`config.mk`:
```
export PLATFORM = sky130hd
export DESIGN_NAME = wb_rr_arbiter
export DESIGN_NICKNAME = d
export VERILOG_FILES = /design/src/rtl/wb_pkg.sv /design/src/rtl/rr_select.sv /design/src/rtl/wb_rr_arbiter.sv
export SDC_FILE = /design/constraint.sdc
export NUM_CORES = 1
export LEC_CHECK = 0
export ABC_AREA = 1
export BUFFER_PORTS_ARGS = -buffer_cell sky130_fd_sc_hd__buf_2
export CAP_MARGIN = 15
export CORE_AREA = 10 10 188 190
export DETAILED_ROUTE_END_ITERATION = 10
export DIE_AREA = 0 0 198 200
export PLACE_DENSITY = 0.43
export SYNTH_ARGS = -nofsm -noshare
export SYNTH_HDL_FRONTEND = slang
export SYNTH_HIERARCHICAL = 1
export SYNTH_SLANG_ARGS = --single-unit
```
`constraint.sdc`:
```
create_clock -name clk -period 2.9 [get_ports clk]
set_clock_uncertainty 0.15 [all_clocks]
set_input_delay 0.58 -clock clk [delete_from_list [all_inputs] [get_ports clk]]
set_output_delay 0.58 -clock clk [all_outputs]
set_load 0.02 [all_outputs]
```
`src/rtl/wb_pkg.sv`:
```
// Shared definitions for the Wishbone round-robin arbiter: FSM states,
// master count and default bus widths.
package wb_pkg;

    localparam int NUM_MASTERS    = 4;
    localparam int IDX_WIDTH      = 2;
    localparam int DEF_ADDR_WIDTH = 32;
    localparam int DEF_DATA_WIDTH = 32;

    typedef enum logic {
        IDLE = 1'b0,
        BUSY = 1'b1
    } state_t;

    function automatic logic [IDX_WIDTH-1:0] onehot_to_idx(input logic [NUM_MASTERS-1:0] oh);
        logic [IDX_WIDTH-1:0] idx;
        idx = '0;
        for (int unsigned i = 0; i < NUM_MASTERS; i++) begin
            if (oh[i]) idx = IDX_WIDTH'(i);
        end
        return idx;
    endfunction

endpackage

```
`src/rtl/rr_select.sv`:
```
// Round-robin selector: scans requests starting one past the last winner
// and returns the first requester as a one-hot grant.
module rr_select
    import wb_pkg::*;
(
    input  logic [NUM_MASTERS-1:0] req,
    input  logic [IDX_WIDTH-1:0]   last,
    output logic [NUM_MASTERS-1:0] gnt,
    output logic                   valid
);

    logic [IDX_WIDTH-1:0] idx;

    // Index wraps naturally modulo 4; the final pass revisits 'last' itself.
    always_comb begin
        gnt = '0;
        idx = '0;
        for (int unsigned i = 1; i <= NUM_MASTERS; i++) begin
            idx = last + IDX_WIDTH'(i);
            if (req[idx] && (gnt == '0)) gnt[idx] = 1'b1;
        end
    end

    assign valid = |req;

endmodule

```
`src/rtl/wb_rr_arbiter.sv`:
```
// Four-master Wishbone round-robin arbiter with bus lock on cycle.
// Optional watchdog enabled by macro WB_ARB_TIMEOUT_EN.
module wb_rr_arbiter
    import wb_pkg::*;
#(
    parameter int ADDR_WIDTH     = DEF_ADDR_WIDTH,
    parameter int DATA_WIDTH     = DEF_DATA_WIDTH,
    parameter int TIMEOUT_CYCLES = 255
)(
    input  logic                  clk,
    input  logic                  reset,
    input  logic [ADDR_WIDTH-1:0] m0_wbm_address,
    input  logic [DATA_WIDTH-1:0] m0_wbm_writedata,
    input  logic                  m0_wbm_strobe,
    input  logic                  m0_wbm_cycle,
    input  logic                  m0_wbm_write,
    output logic [DATA_WIDTH-1:0] m0_wbm_readdata,
    output logic                  m0_wbm_ack,
    input  logic [ADDR_WIDTH-1:0] m1_wbm_address,
    input  logic [DATA_WIDTH-1:0] m1_wbm_writedata,
    input  logic                  m1_wbm_strobe,
    input  logic                  m1_wbm_cycle,
    input  logic                  m1_wbm_write,
    output logic [DATA_WIDTH-1:0] m1_wbm_readdata,
    output logic                  m1_wbm_ack,
    input  logic [ADDR_WIDTH-1:0] m2_wbm_address,
    input  logic [DATA_WIDTH-1:0] m2_wbm_writedata,
    input  logic                  m2_wbm_strobe,
    input  logic                  m2_wbm_cycle,
    input  logic                  m2_wbm_write,
    output logic [DATA_WIDTH-1:0] m2_wbm_readdata,
    output logic                  m2_wbm_ack,
    input  logic [ADDR_WIDTH-1:0] m3_wbm_address,
    input  logic [DATA_WIDTH-1:0] m3_wbm_writedata,
    input  logic                  m3_wbm_strobe,
    input  logic                  m3_wbm_cycle,
    input  logic                  m3_wbm_write,
    output logic [DATA_WIDTH-1:0] m3_wbm_readdata,
    output logic                  m3_wbm_ack,
    output logic [ADDR_WIDTH-1:0] s_wbs_address,
    output logic [DATA_WIDTH-1:0] s_wbs_writedata,
    output logic                  s_wbs_strobe,
    output logic                  s_wbs_cycle,
    output logic                  s_wbs_write,
    input  logic [DATA_WIDTH-1:0] s_wbs_readdata,
    input  logic                  s_wbs_ack,
    output logic [NUM_MASTERS-1:0] grant
);

    logic [ADDR_WIDTH-1:0]  m_addr  [NUM_MASTERS];
    logic [DATA_WIDTH-1:0]  m_wdata [NUM_MASTERS];
    logic [NUM_MASTERS-1:0] m_stb;
    logic [NUM_MASTERS-1:0] m_cyc;
    logic [NUM_MASTERS-1:0] m_we;
    logic [NUM_MASTERS-1:0] m_ack;

    state_t                 state;
    logic [IDX_WIDTH-1:0]   cur;
    logic [IDX_WIDTH-1:0]   last_grant;
    logic [NUM_MASTERS-1:0] sel_gnt;
    logic                   sel_valid;
    logic                   busy;
    logic                   timeout;
    logic                   release_bus;
    logic [DATA_WIDTH-1:0]  rdata;

    assign m_addr[0]  = m0_wbm_address;
    assign m_addr[1]  = m1_wbm_address;
    assign m_addr[2]  = m2_wbm_address;
    assign m_addr[3]  = m3_wbm_address;
    assign m_wdata[0] = m0_wbm_writedata;
    assign m_wdata[1] = m1_wbm_writedata;
    assign m_wdata[2] = m2_wbm_writedata;
    assign m_wdata[3] = m3_wbm_writedata;
    assign m_stb      = {m3_wbm_strobe, m2_wbm_strobe, m1_wbm_strobe, m0_wbm_strobe};
    assign m_cyc      = {m3_wbm_cycle,  m2_wbm_cycle,  m1_wbm_cycle,  m0_wbm_cycle};
    assign m_we       = {m3_wbm_write,  m2_wbm_write,  m1_wbm_write,  m0_wbm_write};

    rr_select u_rr_select (
        .req   (m_cyc),
        .last  (last_grant),
        .gnt   (sel_gnt),
        .valid (sel_valid)
    );

    assign busy        = (state == BUSY);
    assign release_bus = busy && (!m_cyc[cur] || timeout);

`ifdef WB_ARB_TIMEOUT_EN
    localparam int CNT_WIDTH = $clog2(TIMEOUT_CYCLES + 1);

    logic [CNT_WIDTH-1:0] wd_cnt;

    // Held at zero while idle, so every new grant starts from a cleared count.
    always_ff @(posedge clk or posedge reset) begin
        if (reset) begin
            wd_cnt <= '0;
        end else if (!busy || s_wbs_ack) begin
            wd_cnt <= '0;
        end else if (!timeout) begin
            wd_cnt <= wd_cnt + CNT_WIDTH'(1);
        end
    end

    assign timeout = busy && (wd_cnt == CNT_WIDTH'(TIMEOUT_CYCLES));
`else
    logic unused_timeout_cfg;
    assign unused_timeout_cfg = (TIMEOUT_CYCLES != 0);
    assign timeout            = 1'b0;
`endif

    always_ff @(posedge clk or posedge reset) begin
        if (reset) begin
            state      <= IDLE;
            grant      <= '0;
            cur        <= '0;
            last_grant <= '1;
        end else begin
            case (state)
                IDLE: begin
                    if (sel_valid) begin
                        state <= BUSY;
                        grant <= sel_gnt;
                        cur   <= onehot_to_idx(sel_gnt);
                    end
                end
                BUSY: begin
                    if (release_bus) begin
                        state      <= IDLE;
                        grant      <= '0;
                        last_grant <= cur;
                    end
                end
            endcase
        end
    end

    always_comb begin
        s_wbs_address   = '0;
        s_wbs_writedata = '0;
        s_wbs_strobe    = 1'b0;
        s_wbs_cycle     = 1'b0;
        s_wbs_write     = 1'b0;
        if (busy) begin
            s_wbs_address   = m_addr[cur];
            s_wbs_writedata = m_wdata[cur];
            s_wbs_strobe    = m_stb[cur];
            s_wbs_cycle     = m_cyc[cur];
            s_wbs_write     = m_we[cur];
        end
    end

    assign m_ack = busy ? (grant & {NUM_MASTERS{s_wbs_ack | timeout}}) : '0;
    assign rdata = timeout ? '0 : s_wbs_readdata;

    assign m0_wbm_ack      = m_ack[0];
    assign m1_wbm_ack      = m_ack[1];
    assign m2_wbm_ack      = m_ack[2];
    assign m3_wbm_ack      = m_ack[3];
    assign m0_wbm_readdata = rdata;
    assign m1_wbm_readdata = rdata;
    assign m2_wbm_readdata = rdata;
    assign m3_wbm_readdata = rdata;

endmodule
```
# Word-level counts from Yosys, hierarchy flattened
# Index checks and enable logic that the tools add are counted.
# W data, S select, Z words.
totals:
  reg_bits: 9
  input_bits: 303
  out_inout_bits: 203
  elab_cells: 88
classes:
  addsub: 3
  order_cmp: 10
  n_eq_ne: 2
  n_mux: 47
  n_bitwise: 6
  n_reduce_logical: 16
op_table:
  columns: ["op", "n"]
  rows:
  - ["$mux W32", 6]
  - ["$bmux W32 S2", 2]
  - ["$mux W4", 7]
  - ["$mux W1", 17]
  - ["$lt A2 B3 Y1 const B", 5]
  - ["$bmux W1 S2", 7]
  - ["$logic_not A4 Y1", 3]
  - ["$or A4 B4 Y4", 3]
  - ["$demux W1 S2", 4]
  - ["$ge A2 B1 Y1 const B", 4]
  - ["$logic_and A1 B1 Y1", 8]
  - ["$pmux W4 S2", 1]
  - ["$reduce_and A2 Y1", 3]
  - ["$add A2 B2 Y2 const B", 2]
  - ["$and A4 B4 Y4", 1]
  - ["$mux W2", 2]
  - ["$reduce_or A4 Y1", 1]
  - ["$ge A3 B3 Y1 const B", 1]
  - ["$not A2 Y3", 1]
  - ["$add A2 B1 Y2 const B", 1]
  - ["$ne A2 B1 Y1 const B", 1]
  - ["$ne A2 B2 Y1 const B", 1]
  - ["$pmux W1 S2", 1]
  - ["$logic_not A1 Y1", 1]
  - ["$not A1 Y1", 1]

# Logic depth before layout (Yosys ltp)
# Gate-level depths: netlist of the first run.
depth:
  depth_word: 18
  ltp_mapped: 17
  mapped_depth_nobuf: 17

# Cells and area by module
# Netlist of the first run, hierarchy kept.
modules_own_cells:
  columns: ["module", "n_inst", "cells_per_inst", "area_each_um2", "seq_area_each_um2"]
  rows:
  - ["wb_rr_arbiter", 1, 692, 3617.2, 227.7]
  - ["rr_select", 1, 86, 499.2, 0.0]

# Worst setup path before layout of the first run
# OpenSTA, ideal clock, no wires.
synth_path:
  kind: "reg2reg"
  from: "reg last_grant[0]"
  to: "reg cur[0]"
  setup_ps: 138
  arrival_time_ps: 2231
  required_time_ps: 2612
  setup_slack_ps: 381
  stages_incl_launch_ff: 17
  n_path_buf: 0
  period_less_slack_ps: 2519
  path_cell_list: "dfstp_2 > inv_2 > ha_1 > inv_1 > nand3_1 > nand2_4 > o31ai_4 > nand3_1 > nand2_2 > nor2_2 > nand3_1 > nand2_2 > nor2_2 > nand3_1 > nand2_1 > nand2_1 > o221ai_1"
synth_between:
  word_cells_on_any_way: 47
  cone_classes: "3 x add/sub; 8 x order compare; 23 x mux; 3 x bitwise; 10 x reduce/logical"
synth_rtl:
  columns: ["item", "line_no", "source"]
  rows:
  - ["from (decl)", "wb_rr_arbiter.sv:59", "logic [IDX_WIDTH-1:0] last_grant;"]
  - ["from (signal assigned)", "wb_rr_arbiter.sv:131", "last_grant <= cur;"]
  - ["$add A2 B1 Y2", "rr_select.sv:19", "idx = last + IDX_WIDTH'(i);"]
  - ["$lt A2 B3 Y1 (implied by the code) or $ge A2 B1 Y1 (tied branches)", "rr_select.sv:20", "if (req[idx] && (gnt == '0)) gnt[idx] = 1'b1;"]
  - ["$logic_and A1 B1 Y1 (implied by the code)", "rr_select.sv:20", null]
  - ["$mux W1 (implied by the code)", "rr_select.sv:20", null]
  - ["$demux W1 S2", null, null]
  - ["$mux W4", "rr_select.sv:20", null]
  - ["$logic_not A4 Y1", "rr_select.sv:20", null]
  - ["$logic_and A1 B1 Y1", "rr_select.sv:20", null]
  - ["$mux W4", "rr_select.sv:20", null]
  - ["$logic_not A4 Y1", "rr_select.sv:20", null]
  - ["$logic_and A1 B1 Y1", "rr_select.sv:20", null]
  - ["$mux W4", "rr_select.sv:20", null]
  - ["$logic_not A4 Y1", "rr_select.sv:20", null]
  - ["$logic_and A1 B1 Y1", "rr_select.sv:20", null]
  - ["$mux W4 (*)", "rr_select.sv:20", null]
  - ["via sel_gnt[3]", "wb_rr_arbiter.sv:60", "logic [NUM_MASTERS-1:0] sel_gnt;"]
  - ["$mux W2 (*)", "wb_pkg.sv:19", "if (oh[i]) idx = IDX_WIDTH'(i);"]
  - ["to (signal assigned)", "wb_rr_arbiter.sv:124", "cur <= onehot_to_idx(sel_gnt);"]
  - ["to (decl)", "wb_rr_arbiter.sv:58", "logic [IDX_WIDTH-1:0] cur;"]
# Mark *: on every way through the listed nets, which the timed path passes. The rest lies on a longest branch. The select of a mux whose other input is x is not followed.
# A chain may end at the register's enable or synchronous reset.

# Final worst setup path of the first run
# Ends and elaborated chain as after synthesis.

==> summary.md, run 1 <==
| Metric | Value |
|---|---|
| Status | `finished clean` |
| Final HPWL DP | `19,200 um` |
| Flop-to-flop setup slack | `280 ps` |
| First-pass GRT wire length | `33,100 um` |
| Vias per cell | `4.03` |
| TritonRoute pass-1 iters | `5` |
| Vias | `5,508` |
| Die footprint | `0.0396 sq mm` |
| Reg2Reg Depth | `16` |
| Distinct cells, synth | `26` |
| DRC | `0` |
| Seq/Total Area, Yosys | `0.0553` |
| Critical path arrival | `2570 ps` |
| FMAX | `0.382 GHz` |
| Die Wd | `198 um` |
| Number of global-route vias before repair | `5,359` |
| Worst skew pair latency | `240 ps` |
| Largest net degree at the start of global routing | `74` |
| Die Y | `200 um` |
| Max-cap check violation count | `0` |
| Tightest Pin Transition | `397 ps` |
| Mapped cell area | `0.00412 sq mm` |
| Placer congestion estimate | `0.846` |
| Wirelength per Cell | `17.2 um` |
| Final setup violation count | `0` |
| Post-Layout Cell Count | `1,367` |
| CP endpoint kind | `flip-flop` |
| Final Cycle Share | `0.904` |
| Startpoint types | `flip-flop` |
| # nets final | `1,275` |
| Max clock buf depth | `2` |
| RSZ-0062 raised after global routing | `no` |
| Min Tclk post-route | `2620 ps` |
| Leading area contributor after synthesis | `buf_4` |
| Yosys top cell area share | `0.252` |
| Placed instance count | `1,358` |
| Cells after Synth | `778` |
| Layout cells sized above 1 | `0.409` |
| Syn Nets | `1,089` |
| Root buf cell | `clkbuf_16` |
| Initial antenna violation count | `4` |
| Multi-input gate area | `0.00258 sq mm` |
| Worst-path maximum fanout | `8` |
| Reg2reg end | `cur[0]$_DFFE_PP0P_` |
| Initial Util | `0.131` |
| Final Hold Vio Count | `0` |
| CP Class | `flip-flop to flip-flop` |
| Synth Warn # | `6` |
| Commonest non-fill, non-tap cells in the layout | `buf_2, nor2_1, o21ai_0` |
| Power per cell area | `1110 mW/mm^2` |
| Commonest non-fill, non-tap cell in the layout | `buf_2` |
| Cell Rows | `65` |
| CP required | `2850 ps` |
| Tightest Hold Check Type | `primary input to async pin` |
| Worst VDD drop | `428 uV` |
| Max H-tree Level | `1` |
| Final antenna-violating net count | `0` |
| Setup TNS | `0 ps` |
| Slew Viols, Final | `0` |
| Clk sinks | `9` |
| Lkg Pwr | `2.81 nW` |
| Critical R2R Launch | `last_grant[0]$_DFFE_PP1P_` |
| Core Area | `0.0314 sq mm` |
| Congestion Overflow GR | `0` |
| Area contributors post-synth | `buf_4, nor2_1, o21ai_0` |
| Initial DRC count | `290` |
| CTS tree | `yes` |
| Clk pin slew, worst setup/hold paths | `40 ps` |
| Global Route Usage Sum | `0.107` |
| Synth Register Bits | `9` |
| Syn Area/Cell | `5.29 sq um` |
| Area Growth Syn to Fin | `32.0%` |
| Register Area | `233 sq um` |
| Buffers added on ports | `345` |
| Rel. slew slack | `0.736` |
| Routed WL | `23,500 um` |
| Fill cells | `3,736` |
| TritonCTS Buffers | `3` |
| # IOs | `506` |
==> power breakdown <==
part	total (mW)	switching (mW)	leakage, nW	internal (mW)
Combinational	5.50	3.67	2.66	1.83
Clock	0.252	0.0671	0.0382	0.184
Sequential	0.288	0.0883	0.107	0.199
==> worst max-delay path by stage <==
stage	startpoint	endpoint	slack, ps	depth (start not counted)
after global placement	last_grant[0]$_DFFE_PP1P_	cur[0]$_DFFE_PP0P_	180	16
after CTS	last_grant[0]$_DFFE_PP1P_	cur[0]$_DFFE_PP0P_	90	16
after floorplan	last_grant[0]$_DFFE_PP1P_	cur[0]$_DFFE_PP0P_	380	16
after global routing	last_grant[0]$_DFFE_PP1P_	cur[0]$_DFFE_PP0P_	80	16
final	last_grant[0]$_DFFE_PP1P_	cur[0]$_DFFE_PP0P_	280	16
after detailed placement	last_grant[0]$_DFFE_PP1P_	cur[0]$_DFFE_PP0P_	100	16
==> sequential cells by signal, summed over array words and instances (netlist names) <==
name and flops:
busy 1, cur 2, grant 4, last_grant 2
==> layout make-up <==
cell class,count,area share
Inverter,25,0.0182
Sequential cell,9,0.0428
Multi-Input combinational cell,566,0.475
Timing Repair Buffer,359,0.356
Tap cell,402,0.0926
Clock buffer,4,0.0145
Antenna cell,2,0.000921
==> routing by layer <==
| layer | vias up | wire length (um) | share of wire | track usage |
|---|---|---|---|---|
| met5 | - | 0 | 0 | 0 |
| met4 | 0 | 820 | 0.035 | 0.0404 |
| met3 | 60 | 2230 | 0.095 | 0.0273 |
| met2 | 279 | 11400 | 0.48 | 0.185 |
| met1 | 2421 | 9100 | 0.39 | 0.125 |
| li1 | 2748 | - | - | - |
==> worst max-delay path, stage by stage (launching register included) <==
cell	delay (ps)
dfstp_2	620
inv_4	100
ha_4	260
inv_2	70
nand3_1	120
nand2_4	120
o31ai_4	90
nand3_1	100
nand2_2	60
nor2_2	150
nand3_1	90
nand2_1	110
nor2_2	70
nand3_1	80
nand2_1	50
nand2_1	120
o221ai_1	130
==> cell families after synthesis <==
logic type	after synthesis	synth area share
simple gates	352	0.344
compound gates	206	0.256
buf+inv	203	0.320
flops	9	0.0553
fa+ha+maj	8	0.0243
==> synth_stat cells <==
library cell / count
a21oi_1: 66
a31oi_1: 1
buf_1: 2
buf_2: 13
buf_4: 138
buf_6: 2
clkbuf_1: 20
clkbuf_2: 3
dfrtp_1: 7
dfstp_2: 2
ha_1: 8
inv_1: 19
inv_2: 5
inv_4: 1
nand2_1: 39
nand2_2: 9
nand2_4: 2
nand3_1: 23
nand3_2: 3
nor2_1: 272
nor2_2: 4
o211ai_1: 1
o21ai_0: 88
o21ai_1: 48
o221ai_1: 1
o31ai_4: 1
==> stage by stage <==
step	area [sq um]	hold WS, ps	setup WS (ps)	power, mW	util
CTS	5390	172	93.5	6.08	0.172
finish	5430	155	279	6.04	0.173
global placement	5310	376	182	5.78	0.169
floorplan	4120	256	381	4.19	-
global route	5430	197	77.8	6.65	0.173
detailed placement	5310	372	102	5.81	0.169
==> timing repair <==
item / 4_1_cts / 5_1_grt
endpoints found under the setup margin: 0 / 5
hold buffers: 0 / 0
setup buffers: 0 / 3
resized for setup: 0 / 4
Power figures use the tool's default switching activity.
==> inputs of run 2 (changes only) <==
- GPL_TIMING_DRIVEN: not set -> 0
==> run 2 against run 1 <==
Against the previous run: sequential share of layout area decreased by 1.1 points; maximum frequency down 4.5%; clock-buffer cell count unchanged; largest power group unchanged.
==> summary.md, run 2 (synthesis gave the netlist of run 1 again) <==
| Metric | Value |
|---|---|
| TritonCTS Buffers | `3 (unchanged)` |
| Buffers added on ports | `473 (+37%)` |
| Commonest non-fill, non-tap cells in the layout | `buf_2, nor2_1, buf_4` |
| Vias | `6,587 (+20%)` |
| Max H-tree Level | `1 (unchanged)` |
| FMAX | `0.364 GHz (-4.5%)` |
| Worst-path maximum fanout | `7 (-1)` |
| Clk pin slew, worst setup/hold paths | `40 ps (about the same)` |
| Largest net degree at the start of global routing | `16 (-78%)` |
| Max clock buf depth | `2 (unchanged)` |
| Place WS | `74.9 ps (-26.9 ps)` |
| Startpoint types | `flip-flop` |
| Worst VDD drop | `319 uV (-26%)` |
| Tightest Pin Transition | `604 ps (+207 ps)` |
| Int Pwr | `2.44 mW (+10%)` |
| Root buf cell | `clkbuf_16` |
| Final Hold Vio Count | `0 (unchanged)` |
| Final HPWL DP | `26,700 um (+39%)` |
| # nets final | `1,575 (+24%)` |
| Hold-fix buffers at CTS | `0 (unchanged)` |
| Initial antenna violation count | `1 (-3)` |
| Comb power frac | `0.923 (+0.012)` |
| Number of global-route vias before repair | `6,608 (+23%)` |
| Placer congestion estimate | `0.865 (+2.2%)` |
| Final antenna-violating net count | `0 (unchanged)` |
| Routed WL | `30,500 um (+30%)` |
| Vias per cell | `3.95 (-1.9%)` |
| Worst path max stage delay | `620 ps (about the same)` |
| CP required | `2900 ps (+50 ps)` |
| Die Y | `200 um (unchanged)` |
| Clock power frac | `0.037 (-0.005)` |
| Lkg Pwr | `4.03 nW (+44%)` |
| Min Tclk post-route | `2740 ps (+124 ps)` |
| Area Growth Syn to Fin | `74.2%` |
| Final Worst Setup Slack | `156 ps (-124 ps)` |
| Power per cell area | `934 mW/mm^2 (-16%)` |
| CP dominant cell by count | `nand3_1` |
| CP Class | `flip-flop to flip-flop` |
| Max-cap check violation count | `0 (unchanged)` |
| Reg power frac | `0.040 (-0.008)` |
| First-pass GRT wire length | `42,000 um (+27%)` |
| WP buf/inv | `3 (+1)` |
| Tightest Hold Check Type | `primary input to async pin` |
| Layout cells sized above 1 | `0.535 (+0.126)` |
| Top reg by flops | `grant` |
| Switching power | `4.26 mW (+11%)` |
| CP endpoint kind | `flip-flop` |
| CTS tree | `yes` |
| Commonest non-fill, non-tap cell in the layout | `buf_2` |
| DRC | `0 (unchanged)` |
| Crit path max-delay family | `simple AND/OR/NAND/NOR gates` |
| Rel. slew slack | `0.597 (-0.138)` |
| RSZ-0062 raised after global routing | `yes` |
| Initial DRC count | `294 (+1.4%)` |
| Final setup violation count | `0 (unchanged)` |
| Congestion Overflow GR | `0 (unchanged)` |
| Largest regs | `grant: 4 flops, cur: 2 flops, last_grant: 2 flops` |
| TritonRoute pass-1 iters | `5 (unchanged)` |
| Cell Rows | `65 (unchanged)` |
| Die Wd | `198 um (unchanged)` |
| Status | `finished clean` |
| # IOs | `506 (unchanged)` |
| Sw Ratio | `0.636 (+0.00225)` |
| Initial Util | `0.131 (unchanged)` |
| Hold_ws | `157 ps (+2.24 ps)` |
| Max reg flops | `4 (unchanged)` |
| Slew Viols, Final | `0 (unchanged)` |
| Critical path arrival | `2740 ps (+170 ps)` |
| Die footprint | `0.0396 sq mm (unchanged)` |
| Critical path's slowest cell | `dfstp_2` |
| Global Route Usage Sum | `0.138 (+0.0306)` |
| Core Area | `0.0314 sq mm (unchanged)` |
| CP Cell Sequence | `clkinvlp_4 -> buf_4 -> ha_1 -> o31ai_4 -> nand3_2 -> nand3_2 -> inv_1 -> nand3_1 -> nand3_1 -> nor2_2 -> nand3_1 -> nand2_1 -> nand2_1 -> o221ai_1` |
| Worst skew pair latency | `230 ps (about the same)` |
| Final Cycle Share | `0.946 (+0.0427)` |
| Clk sinks | `9 (unchanged)` |
| Wirelength per Cell | `18.3 um (+6.3%)` |
==> run 2: cell count changes in the layout (fill, tap and decap cells not counted), sizes merged <==
cell,before,now
clkbuf,4,27
clkinvlp,0,1
inv,25,24
buf,359,636
diode,2,1
==> run 2: what timing repair did <==
item | 4_1_cts | 5_1_grt
endpoints found under the setup margin | 28 | 9
gates resized for setup | 2 | 9
hold endpoints to repair | 0 | 0
buffers inserted | 0 | 9
pin swaps | 0 | 4
==> run 2: power by group through the flow <==
stage / clock network, mW / registers [mW] / logic [mW]
floorplan: 0 / 0.263 / 3.92
global placement: 0 / 0.276 / 6.13
detailed placement: 0 / 0.277 / 6.13
CTS: 0.247 / 0.276 / 6.14
global route: 0.256 / 0.280 / 6.87
finish: 0.245 / 0.270 / 6.18
==> run 2: area by class of cell <==
type / count / area (sq um)
Multi-Input combinational cell: 566 / 2600
Buffer: 177 / 1220
Sequential cell: 9 / 228
Antenna cell: 1 / 2.50
Fill cell: 3716 / 24200
Inverter: 25 / 100
Tap cell: 402 / 503
Clock buffer: 4 / 78.8
Timing Repair Buffer: 482 / 2430
==> run 2: layer usage <==
layer | up-vias | GRT usage | wire length [um]
met4 | 0 | 0.0194 | 355
met5 | - | 0 | 0
met3 | 21 | 0.0311 | 2130
li1 | 3348 | - | -
met1 | 2942 | 0.163 | 12400
met2 | 276 | 0.251 | 15600
==> run 2: final timing paths <==
path | from | endpoint | slack [ps] | cells after the start
worst max-delay path | last_grant[1]$_DFFE_PP1P_ | cur[0]$_DFFE_PP0P_ | 160 | 14
worst min-delay path | reset | grant[0]$_DFFE_PP0P_ | 160 | 2
worst max register to register | last_grant[1]$_DFFE_PP1P_ | cur[0]$_DFFE_PP0P_ | 160 | 14
worst min register to register | last_grant[0]$_DFFE_PP1P_ | last_grant[0]$_DFFE_PP1P_ | 380 | 2
max in group asynchronous | reset | last_grant[0]$_DFFE_PP1P_ | 2140 | 2
min in group clk | last_grant[0]$_DFFE_PP1P_ | last_grant[0]$_DFFE_PP1P_ | 380 | 2
==> run 2: through the flow <==
step / utilization / instances / power, mW / instance area [sq um] / TNS [ps]
final: 0.228 / 1666 / 6.70 / 7170 / 0
after global routing: 0.228 / 1666 / 7.41 / 7170 / -192
after CTS: 0.225 / 1656 / 6.66 / 7060 / 0
after detailed placement: 0.223 / 1653 / 6.41 / 6990 / 0
after global placement: 0.223 / 1653 / 6.40 / 6990 / 0
after floorplan: - / 778 / 4.19 / 4120 / 0
==> inputs of run 3 (changes only) <==
- BUFFER_PORTS_ARGS: -buffer_cell sky130_fd_sc_hd__buf_2 -> not set
- CORE_AREA: 10 10 188 190 -> 10 10 189 191
- DIE_AREA: 0 0 198 200 -> 0 0 199 201
- DONT_BUFFER_PORTS: not set -> 1
- PLACE_DENSITY: 0.43 -> 0.3
==> run 3 against run 2 <==
Against the previous run: non-clock buffer count decreased by 481; design area decreased by 33%; worst hold slack got worse by 100 ps; critical path depth decreased by 8; power decreased by 11%; flip-flop and latch count unchanged; largest cell class is now multi-input combinational cells; via count decreased by 25%; global-route usage decreased by 0.63 points; clock-buffer cell count unchanged; combinational power decreased by 12%; register-to-register slack improved by 130 ps.
==> summary.md, run 3 (synthesis gave the netlist of run 1 again) <==
| Metric | Value |
|---|---|
| Status | `finished clean` |
| CP Class | `flip-flop to output port` |
| Congestion Overflow GR | `0 (unchanged)` |
| Final Cycle Share | `0.960 (+0.0136)` |
| Place WS | `-79.3 ps (-154 ps)` |
| Commonest non-fill, non-tap cell in the layout | `nor2_1` |
| Buffers added on ports | `0 (-100%)` |
| Max reg flops | `4 (unchanged)` |
| Final antenna-violating net count | `0 (unchanged)` |
| CTS tree | `yes` |
| Die Wd | `199 um (+0.51%)` |
| Initial DRC count | `234 (-20%)` |
| TritonCTS Buffers | `3 (unchanged)` |
| Vias | `4,947 (-25%)` |
| Die Y | `201 um (+0.50%)` |
| Vias per cell | `4.15 (+5.1%)` |
| Fill cells | `3,822 (+2.9%)` |
| Setup TNS | `0 ps (unchanged)` |
| FMAX | `0.359 GHz (-1.4%)` |
| Global Route Usage Sum | `0.131 (-0.00634)` |
| Layout cells sized above 1 | `0.267 (-0.268)` |
| # IOs | `506 (unchanged)` |
| Largest net degree at the start of global routing | `16 (unchanged)` |
| Fin util | `0.149 (-0.0789)` |
| Worst VDD drop | `255 uV (-20%)` |
| Placer congestion estimate | `0.828 (-4.3%)` |
| Power per cell area | `1240 mW/mm^2 (+33%)` |
| Clk pin slew, worst setup/hold paths | `40 ps (about the same)` |
| Final HPWL DP | `25,400 um (-4.8%)` |
| Final Worst Setup Slack | `116 ps (-39.5 ps)` |
| Root buf cell | `clkbuf_16` |
| DRC | `0 (unchanged)` |
| Worst-path maximum fanout | `10 (+3)` |
| Tightest Pin Transition | `692 ps (+87.7 ps)` |
| Startpoint types | `flip-flop` |
| Rel. slew slack | `0.540 (-0.0570)` |
| Tightest Hold Check Type | `primary input to async pin` |
| TritonRoute pass-1 iters | `4 (-1)` |
| Final setup violation count | `0 (unchanged)` |
| Final Hold Vio Count | `0 (unchanged)` |
| Max-cap check violation count | `0 (unchanged)` |
| Min Tclk post-route | `2780 ps (+39.5 ps)` |
| Initial Util | `0.128 (-0.00265)` |
| Largest regs | `grant: 4 flops, cur: 2 flops, last_grant: 2 flops` |
| CP required | `2170 ps (-730 ps)` |
| Core Area | `0.0320 sq mm (+2.1%)` |
| Worst skew pair latency | `230 ps (about the same)` |
| Max clock buf depth | `2 (unchanged)` |
| Number of global-route vias before repair | `5,188 (-21%)` |
| Routed WL | `28,900 um (-5.0%)` |
| Commonest non-fill, non-tap cells in the layout | `nor2_1, buf_4, o21ai_0` |
| Area Growth Syn to Fin | `16.4%` |
| Slew Viols, Final | `0 (unchanged)` |
| First-pass GRT wire length | `39,200 um (-6.7%)` |
| Lkg Pwr | `2.08 nW (-49%)` |
| Max H-tree Level | `1 (unchanged)` |
| Critical path arrival | `2050 ps (-690 ps)` |
| Initial antenna violation count | `4 (+3)` |
| Cell Rows | `66 (+1.5%)` |
| Wirelength per Cell | `24.3 um (+33%)` |
| CP endpoint kind | `output port` |
| Top reg by flops | `grant` |
| Die footprint | `0.0400 sq mm (+1.0%)` |
| # nets final | `1,094 (-31%)` |
| Clk sinks | `9 (unchanged)` |
[run 3: cell count changes in the layout (fill, tap and decap cells not counted)]
cell | previous run | this run
a21oi_1 | 66 | 50
a21oi_2 | 0 | 16
buf_2 | 485 | 13
buf_4 | 147 | 139
clkbuf_1 | 17 | 16
clkbuf_2 | 6 | 7
clkbuf_4 | 1 | 0
clkinvlp_4 | 1 | 0
inv_1 | 17 | 18
nand3_1 | 21 | 23
nand3_2 | 5 | 3
nor2_2 | 3 | 4
nor2_4 | 1 | 0
[run 3: path summary, 6_finish.rpt]
| check | end | depth (start not counted) | slack [ps] | startpoint |
|---|---|---|---|---|
| min in group clk | last_grant[1]$_DFFE_PP1P_ | 2 | 380 | last_grant[1]$_DFFE_PP1P_ |
| max in group asynchronous | last_grant[1]$_DFFE_PP1P_ | 1 | 2240 | reset |
| max reg2reg | cur[0]$_DFFE_PP0P_ | 16 | 290 | last_grant[0]$_DFFE_PP1P_ |
| max | s_wbs_address[27] | 6 | 120 | cur[1]$_DFFE_PP0P_ |
| min | grant[0]$_DFFE_PP0P_ | 1 | 50 | reset |
| min reg2reg | last_grant[1]$_DFFE_PP1P_ | 2 | 380 | last_grant[1]$_DFFE_PP1P_ |
[run 3: area by class of cell]
cell class	instances	area (sq um)	area share
diodes	1	2.50	0.000522
plain buffers	177	1220	0.255
clock buffers	4	78.8	0.0165
inverters	25	96.3	0.0201
multi-input cells	566	2640	0.552
flip-flops and latches	9	228	0.0475
well taps	408	510	0.107
repair buffers	1	7.51	0.00157
[run 3: worst max-delay path, cell delays in order, from the launching register on]
cell     delay (ps)
dfrtp_1         490
inv_2           180
buf_2           260
buf_4           220
nor2_1          100
o21ai_1          90
a21oi_1         480
[run 3: layer usage]
| layer | routed length [um] | global-route usage |
|---|---|---|
| met5 | 13 | 0 |
| met4 | 213 | 0.0112 |
| met3 | 2370 | 0.0330 |
| met2 | 14900 | 0.245 |
| met1 | 11500 | 0.150 |
[run 3: power by group]
group / leakage, nW / switching [mW] / internal (mW)
Combinational: 1.93 / 3.98 / 1.43
Clock: 0.0382 / 0.0612 / 0.184
Sequential: 0.110 / 0.0938 / 0.192
Total: 2.08 / 4.13 / 1.81
[run 3: metrics by stage]
step                cells  area [sq um]  power, mW  hold WS, ps
floorplan             778          4120       4.19          256
global placement     1186          4630       5.74          316
detailed placement   1186          4630       5.71          316
CTS                  1189          4710       5.98         67.5
global route         1191          4790       6.55         80.8
finish               1191          4790       5.94         53.8
[run 3: what timing repair did]
| action | CTS | global route |
|---|---|---|
| setup buffers | 0 | 1 |
| setup endpoints to repair | 34 | 20 |
| gates resized for setup | 5 | 18 |
| hold buffers | 0 | 0 |
